`config.mk`:
```
export PLATFORM = sky130hd
export DESIGN_NAME = fwd_scoreboard
export DESIGN_NICKNAME = d
export VERILOG_FILES = /design/src/rtl/fwd_scoreboard.sv
export SDC_FILE = /design/constraint.sdc
export NUM_CORES = 1
export LEC_CHECK = 0
export BUFFER_PORTS_ARGS = -buffer_cell sky130_fd_sc_hd__buf_4
export CELL_PAD_IN_SITES_DETAIL_PLACEMENT = 1
export CELL_PAD_IN_SITES_GLOBAL_PLACEMENT = 1
export CORE_ASPECT_RATIO = 1.25
export CORE_MARGIN = 2
export CORE_UTILIZATION = 35
export CTS_CLUSTER_DIAMETER = 150
export CTS_CLUSTER_SIZE = 12
export DETAILED_ROUTE_END_ITERATION = 8
export PLACE_DENSITY_LB_ADDON = 0.25
export SYNTH_ARGS = -nofsm -noshare
export SYNTH_HDL_FRONTEND = slang
export SYNTH_SLANG_ARGS = --single-unit
export TNS_END_PERCENT = 10
```
`constraint.sdc`:
```
create_clock -name clk_i -period 5.05 [get_ports clk_i]
set_input_delay 0.2525 -clock clk_i [delete_from_list [all_inputs] [get_ports clk_i]]
set_output_delay 0.2525 -clock clk_i [all_outputs]
set_load 0.005 [all_outputs]
```
`src/rtl/fwd_scoreboard.sv`:
```
// Operand-forwarding and hazard unit at the ID/EXE boundary: a shift-register
// scoreboard of in-flight register writes drives per-operand bypass selection.

module fwd_lookup #(
  parameter int ADDR_W     = 5,
  parameter int DATA_W     = 32,
  parameter int STAGES     = 3,
  parameter int ALU_READY  = 0,
  parameter int LOAD_READY = 1
) (
  input  logic [STAGES-1:0]             v_i,
  input  logic [STAGES-1:0]             wen_i,
  input  logic [STAGES-1:0]             load_i,
  input  logic [STAGES-1:0][ADDR_W-1:0] waddr_i,
  input  logic [ADDR_W-1:0]             addr_i,
  input  logic [DATA_W-1:0]             rf_data_i,
  input  logic [STAGES*DATA_W-1:0]      stage_data_i,
  output logic [DATA_W-1:0]             op_o,
  output logic [3:0]                    sel_o,
  output logic                          blocked_o
);
  int   hit_idx;
  logic hit, hit_ld, ready;

  always_comb begin
    hit     = 1'b0;
    hit_idx = 0;
    hit_ld  = 1'b0;
    // Scan oldest to youngest so the youngest (lowest index) match wins.
    for (int k = STAGES-1; k >= 0; k--) begin
      if (v_i[k] && wen_i[k] && waddr_i[k] == addr_i && addr_i != '0) begin
        hit     = 1'b1;
        hit_idx = k;
        hit_ld  = load_i[k];
      end
    end
    ready     = hit_idx >= (hit_ld ? LOAD_READY : ALU_READY);
    blocked_o = hit && !ready;
    sel_o     = 4'd0;
    op_o      = rf_data_i;
    if (hit && ready) begin
      sel_o = 4'(hit_idx + 1);
      op_o  = stage_data_i[hit_idx*DATA_W +: DATA_W];
    end
  end
endmodule

module fwd_scoreboard #(
  parameter int ADDR_W     = 5,
  parameter int DATA_W     = 32,
  parameter int STAGES     = 3,
  parameter int ALU_READY  = 0,
  parameter int LOAD_READY = 1
) (
  input  logic                     clk_i,
  input  logic                     rst_i,
  input  logic                     advance_i,
  input  logic [STAGES-1:0]        flush_mask_i,
  input  logic                     issue_valid_i,
  input  logic                     issue_wen_i,
  input  logic                     issue_load_i,
  input  logic [ADDR_W-1:0]        issue_waddr_i,
  input  logic [ADDR_W-1:0]        issue_rs_i,
  input  logic [ADDR_W-1:0]        issue_rt_i,
  input  logic [DATA_W-1:0]        rf_rs_data_i,
  input  logic [DATA_W-1:0]        rf_rt_data_i,
  input  logic [STAGES*DATA_W-1:0] stage_data_i,
  output logic [DATA_W-1:0]        opa_o,
  output logic [DATA_W-1:0]        opb_o,
  output logic [3:0]               fwd_sel_a_o,
  output logic [3:0]               fwd_sel_b_o,
  output logic                     stall_o,
  output logic [31:0]              stall_cnt_o
);
  logic [STAGES-1:0]             v_q, v_d, wen_q, wen_d, load_q, load_d;
  logic [STAGES-1:0][ADDR_W-1:0] waddr_q, waddr_d;
  logic [31:0]                   stall_cnt_q;
  logic                          blocked_a, blocked_b;

  fwd_lookup #(.ADDR_W(ADDR_W), .DATA_W(DATA_W), .STAGES(STAGES),
               .ALU_READY(ALU_READY), .LOAD_READY(LOAD_READY)) u_look_a (
    .v_i(v_q), .wen_i(wen_q), .load_i(load_q), .waddr_i(waddr_q),
    .addr_i(issue_rs_i), .rf_data_i(rf_rs_data_i), .stage_data_i(stage_data_i),
    .op_o(opa_o), .sel_o(fwd_sel_a_o), .blocked_o(blocked_a));

  fwd_lookup #(.ADDR_W(ADDR_W), .DATA_W(DATA_W), .STAGES(STAGES),
               .ALU_READY(ALU_READY), .LOAD_READY(LOAD_READY)) u_look_b (
    .v_i(v_q), .wen_i(wen_q), .load_i(load_q), .waddr_i(waddr_q),
    .addr_i(issue_rt_i), .rf_data_i(rf_rt_data_i), .stage_data_i(stage_data_i),
    .op_o(opb_o), .sel_o(fwd_sel_b_o), .blocked_o(blocked_b));

  assign stall_o     = issue_valid_i && (blocked_a || blocked_b);
  assign stall_cnt_o = stall_cnt_q;

  always_comb begin
    v_d     = v_q;
    wen_d   = wen_q;
    load_d  = load_q;
    waddr_d = waddr_q;
    if (advance_i) begin
      v_d     = {v_q[STAGES-2:0],     issue_valid_i && !stall_o};
      wen_d   = {wen_q[STAGES-2:0],   issue_wen_i};
      load_d  = {load_q[STAGES-2:0],  issue_load_i};
      waddr_d = {waddr_q[STAGES-2:0], issue_waddr_i};
    end
    // Flush applies to the post-edge slot, so it also kills a fresh entry 0.
    v_d = v_d & ~flush_mask_i;
  end

  always_ff @(posedge clk_i) begin
    if (rst_i) begin
      v_q         <= '0;
      wen_q       <= '0;
      load_q      <= '0;
      waddr_q     <= '0;
      stall_cnt_q <= '0;
    end else begin
      v_q     <= v_d;
      wen_q   <= wen_d;
      load_q  <= load_d;
      waddr_q <= waddr_d;
      if (advance_i && stall_o) stall_cnt_q <= stall_cnt_q + 32'd1;
    end
  end
endmodule
```
### Word level (Yosys, flattened, before mapping)

Cells that the tools add are included.

| cells by class | value |
|---|---|
| add/subtract/negate cells | 3 |
| reductions and logical operators | 28 |
| bitwise operators | 2 |
| multiplexer cells | 25 |
| shift-type cells | 2 |
| equality and inequality tests | 6 |
| magnitude comparators | 2 |

Operators by type and width:

| cell | number |
|---|---|
| variable part select 96 x 8 -> 32 bit | 2 |
| >= comparator 3 x 32 -> 1 bit | 2 |
| two-way mux 32 bit | 2 |
| adder 32 x 1 -> 32 bit, second input constant | 1 |
| equality test 5 bit | 6 |
| logical AND 1 bit | 22 |
| two-way mux 1 bit | 14 |
| two-way mux 2 bit | 6 |
| nonzero test 5 bit | 2 |
| two-way mux 4 bit | 2 |
| adder 2 x 1 -> 3 bit, second input constant | 2 |
| AND 3 bit | 1 |
| zero test 1 bit | 3 |
| two-way mux 3 bit | 1 |
| inverter 3 bit | 1 |
| logical OR 1 bit | 1 |

| storage, ports and cells | value |
|---|---|
| logic and storage cells | 75 |
| output and inout port bits | 105 |
| bits of input ports | 184 |
| register bits after elaboration | 56 |

### Logic depth before layout (Yosys ltp)

| depth | value |
|---|---|
| depth in word-level cells | 16 |
| gate-level depth with buffers | 16 |
| mapped depth without buffers | 12 |

### Hierarchy

A second synthesis with hierarchy kept.

| second synthesis, totals | value |
|---|---|
| cell total of the unflattened synthesis | 818 |
| area total of the unflattened synthesis | 5680.4 sq um |

By module, submodules not included:

| module | area each (sq um) | instances | cells each | seq. area each (sq um) |
|---|---|---|---|---|
| fwd_lookup | 1591.5 | 2 | 272 | 0.0 |
| fwd_scoreboard | 2497.4 | 1 | 274 | 1121.1 |

### Least setup slack after synthesis

No wires, ideal clock.

| path | value |
|---|---|
| path type | input-to-output |
| from | in issue_rt_i[1] |
| to | out opb_o[10] |
| setup slack | 1454 ps |
| path buffers | 5 |
| stages on the path | 16 |
| arrival | 3344 ps |
| cell sequence | or4_1 nor2_1 or4_1 clkbuf_1 clkbuf_1 nor2_1 a221oi_1 nor2_1 ha_1 nand2b_1 a21oi_1 buf_2 or2_1 buf_6 buf_6 o31ai_2 |

| on the way | value |
|---|---|
| word-level cells in the longest chain between the ends | 10 |
| elaborated cells between the ends (all ways) | 24 |

RTL lines:

| what | line | source |
|---|---|---|
| start, declared | 64 | `input logic [ADDR_W-1:0] issue_rt_i,` |
| equality test 5 bit | 31 | `if (v_i[k] && wen_i[k] && waddr_i[k] == addr_i && addr_i != '0) begin` |
| logical AND 1 bit (2 in series) | 31 |  |
| two-way mux 1 bit (3 in series) | 31 |  |
| two-way mux 1 bit | 37 | `ready = hit_idx >= (hit_ld ? LOAD_READY : ALU_READY);` |
| >= comparator 3 x 32 -> 1 bit | 37 |  |
| logical AND 1 bit | 41 | `if (hit && ready) begin` |
| two-way mux 32 bit * | 41 |  |
| end, declared | 69 | `output logic [DATA_W-1:0] opb_o,` |

Mark *: on every way between the ends. The rest lies on a longest branch, timed or not.

### Worst setup path in the final report

| path | value |
|---|---|
| from | reg waddr_q[6] (netlist bit) |
| to | out opb_o[8] |

| on the way | value |
|---|---|
| word-level cells in the longest chain between the ends | 9 |
| elaborated cells between the ends (all ways) | 14 |

RTL lines:

| what | line | source |
|---|---|---|
| start, declared | 76 | `logic [STAGES-1:0][ADDR_W-1:0] waddr_q, waddr_d;` |
| start signal, assigned | 121 | `waddr_q <= waddr_d;` |
| equality test 5 bit * | 31 |  |
| logical AND 1 bit * (2 in series) | 31 |  |
| two-way mux 1 bit (2 in series) | 31 |  |
| two-way mux 1 bit | 37 |  |
| >= comparator 3 x 32 -> 1 bit | 37 |  |
| logical AND 1 bit | 41 |  |
| two-way mux 32 bit * | 41 |  |

Marked as above.

==> qor.csv <==
stage;metric;value;unit
run_status;status;finished clean;
timing;final_hold_viol_count;0;
routing;drt_iter0_markers;320;
worst_hold_path;hold_class;input pin to flop;
final_layout;fill_cells;2181;
critical_path;endpoint_kind;output pin;
critical_path;cp.required;4.80;ns
timing;setup_tns;0;ns
placed_design;hpwl;19.0;mm
final_layout;fin_area;0.00829;mm^2
timing;fmax;215;MHz
final_layout;area_growth;40.4;%
final_layout;regArea;0.00112;mm^2
cts;clock_path_buffers;2;
timing;clock_skew;0.00623;ns
synthesis;synth_cell_types;49;
routing;drt-total-wl;25.4;mm
synthesis;async_flop_share;0;%
placed_design;place_ws;0.734;ns
synthesis;synthTopCellsByArea;dfxtp_1, nor2_1, o31ai_2;
synthesis;synth_edf_count;0;
cts;cts_root_buffer;clkbuf_16;
cts;tritoncts;built;
synthesis;syn_area_per_cell;6.97;um^2
floorplanning;die_w;120;um
routing;antenna_left;0;
global_routing;grt_pass1_wl;38.9;mm
routing;detail_route.wl_per_cell;19.6;um
final_layout;multi_input_area;0.00446;mm^2
global_routing;overflow;0;
synthesis;yosysSeqAreaShare;19.0;%
final_layout;layout.nets;1262;
timing;relSlewSlack;21.1;%
critical_path;crit_fanout;23;
final_layout;finalCoreUtilization;49.8;%
routing;routed_via_density;5.52;
global_routing;grt_usage;27.2;%
timing;min_period_over_period;92.2;%
floorplanning;core;0.0166;mm^2
critical_path;crit_arrival;4.40;ns
cts;h-tree-depth;2;
placed_design;place_area;0.00814;mm^2
pwr;p_leak;3.44;nW
timing;rsz0062_at_grt;no;
floorplanning;rows;53;
cts;cts.sinks;56;
placed_design;gp_congestion;0.881;
cts;clk_pin_slew;0.07;ns
floorplanning;initial_utilization;35.5;%
synthesis;synth_top_cell_area_share;19.0;%
placed_design;portBuffers;286;
pwr;ir_worst_vdd;195;uV
cts;cts_hold_buffers;0;
synthesis;netlist_area;0.00590;mm^2
critical_path;crit_path_start_kind;flop;
floorplanning;die_y;149;um
cts;post-cts-setup-buffers;0;
synthesis;synthFlopType;dfxtp_1;
cts;cts_buffers;5;
synthesis;ys_seq_elements;56;
synthesis;synth_top_area_cell;dfxtp_1;
synthesis;synthCells;847;
routing;drt_drc_violations_left;0;
global_routing;grt_pass1_vias;6970;
final_layout;drive_gt1_share;34.2;%
routing;vias;7158;
timing;tightestPinTransition;1.18;ns
floorplanning;dieArea;0.0179;mm^2
floorplanning;io_pins;289;
global_routing;grt_max_degree;86;
timing;setup_slack;0.395;ns
timing;hold_slack;0.107;ns
cts;clk_latency;0.30;ns
timing;setup_viol;0;
pwr;power_density;132;mW/mm^2
cts;ctsResizeCount;0;
timing;min_period;4.66;ns
global_routing;antenna_found_initial;2;
critical_path;path_class;flop to output pin;
synthesis;ys_warn_count;0;
job;maxCapViolations;0;
routing;drt-pass1-iter-count;4;
timing;drv_slew;0;
power breakdown:
part / switching, mW / leakage [nW] / total (mW) / internal [mW]
clock: 0.170 / 0.0660 / 0.355 / 0.185
sequential: 0.00905 / 0.453 / 0.457 / 0.448
combinational: 0.112 / 2.92 / 0.282 / 0.171
total: 0.290 / 3.44 / 1.09 / 0.803
sequential cells by signal, summed over array words and instances (netlist names):
register,cells
wen_q,3
load_q,3
stall_cnt_o,32
v_q,3
waddr_q,15
cells in the mapped netlist (20+ instances only):
library cell,count
nor2_1,163
o21ai_0,66
dfxtp_1,56
a21oi_1,54
clkbuf_1,54
nor3_1,44
o21a_1,35
o31ai_1,35
nor2b_1,34
or3_1,32
nand2b_1,31
o31ai_2,29
mux2i_1,23
nand2_1,23
xnor2_1,23
mux2_2,20
placed cells by master, fill, tap and decap left out, drive strengths merged, types with 6 or more instances in the layout:
cell	netlist	layout
o31ai	64	64
or3	32	32
dfxtp	56	56
buf	26	298
a21oi	54	54
mux2	29	29
o21a	35	35
inv	7	7
mux2i	23	23
xnor2	23	23
a21boi	7	7
o21ai	67	67
nor2b	34	34
nand2	23	23
nor3	44	44
nor2	163	163
nand3	13	13
nand2b	31	31
and3	6	6
nand4	10	10
path summary, 6_finish.rpt:
kind / from / endpoint / slack, ns / cells after the start
setup / recovery: waddr_q[6] / opb_o[8] / 0.39 / 14
hold reg to reg: wen_q[2] / wen_q[2] / 0.51 / 2
setup reg to reg: waddr_q[6] / stall_cnt_o[19] / 0.84 / 13
hold / removal: flush_mask_i[2] / v_q[2] / 0.11 / 2
critical path, stage by stage (launching register included):
cell and delay [ns]:
dfxtp_1 0.42, xnor2_1 0.15, nand3_1 0.14, nor3_2 0.96
buf_4 0.42, nor2_1 0.08, a221oi_1 0.26, nor2_1 0.07
ha_1 0.29, nand2b_1 0.17, a21oi_4 0.04, or2_2 0.34
buf_4 0.27, o31ai_2 0.30, buf_4 0.17
metrics by stage:
step | instances | total power, mW
after floorplan | 848 | 0.567
final | 1296 | 1.09
after global routing | 1294 | 1.15
after CTS | 1294 | 1.11
after detailed placement | 1286 | 0.749
after global placement | 1286 | 0.743
layout make-up:
type,instances,share of cell area [%]
Sequential cell,56,13.5
Clock inverter,3,0.287
Multi-Input combinational cell,705,53.8
Tap cell,220,3.32
Timing Repair Buffer,298,27.1
Clock buffer,5,1.51
Antenna cell,2,0.0604
Inverter,7,0.317
routing by layer:
layer / vias to the layer above / GRT usage [%] / part of all wire, %
li1: 3458 / - / -
met1: 3457 / 31.2 / 41
met2: 206 / 51.7 / 51
met3: 37 / 4.36 / 5.4
met4: 0 / 7.41 / 2.4
met5: - / 0 / 0
cells by family (layout without fill, tap and decap cells):
logic type	after synthesis	after routing	synth area share [%]
simple gates	374	374	31.1
compound gates	245	245	28.9
buf+inv	87	313	6.51
flops	56	56	19.0
mux	52	52	9.43
xor+xnor	27	27	4.01
fa+ha+maj	5	5	1.06
other cells	1	4	0.0635
(Power assumes the default switching activity.)
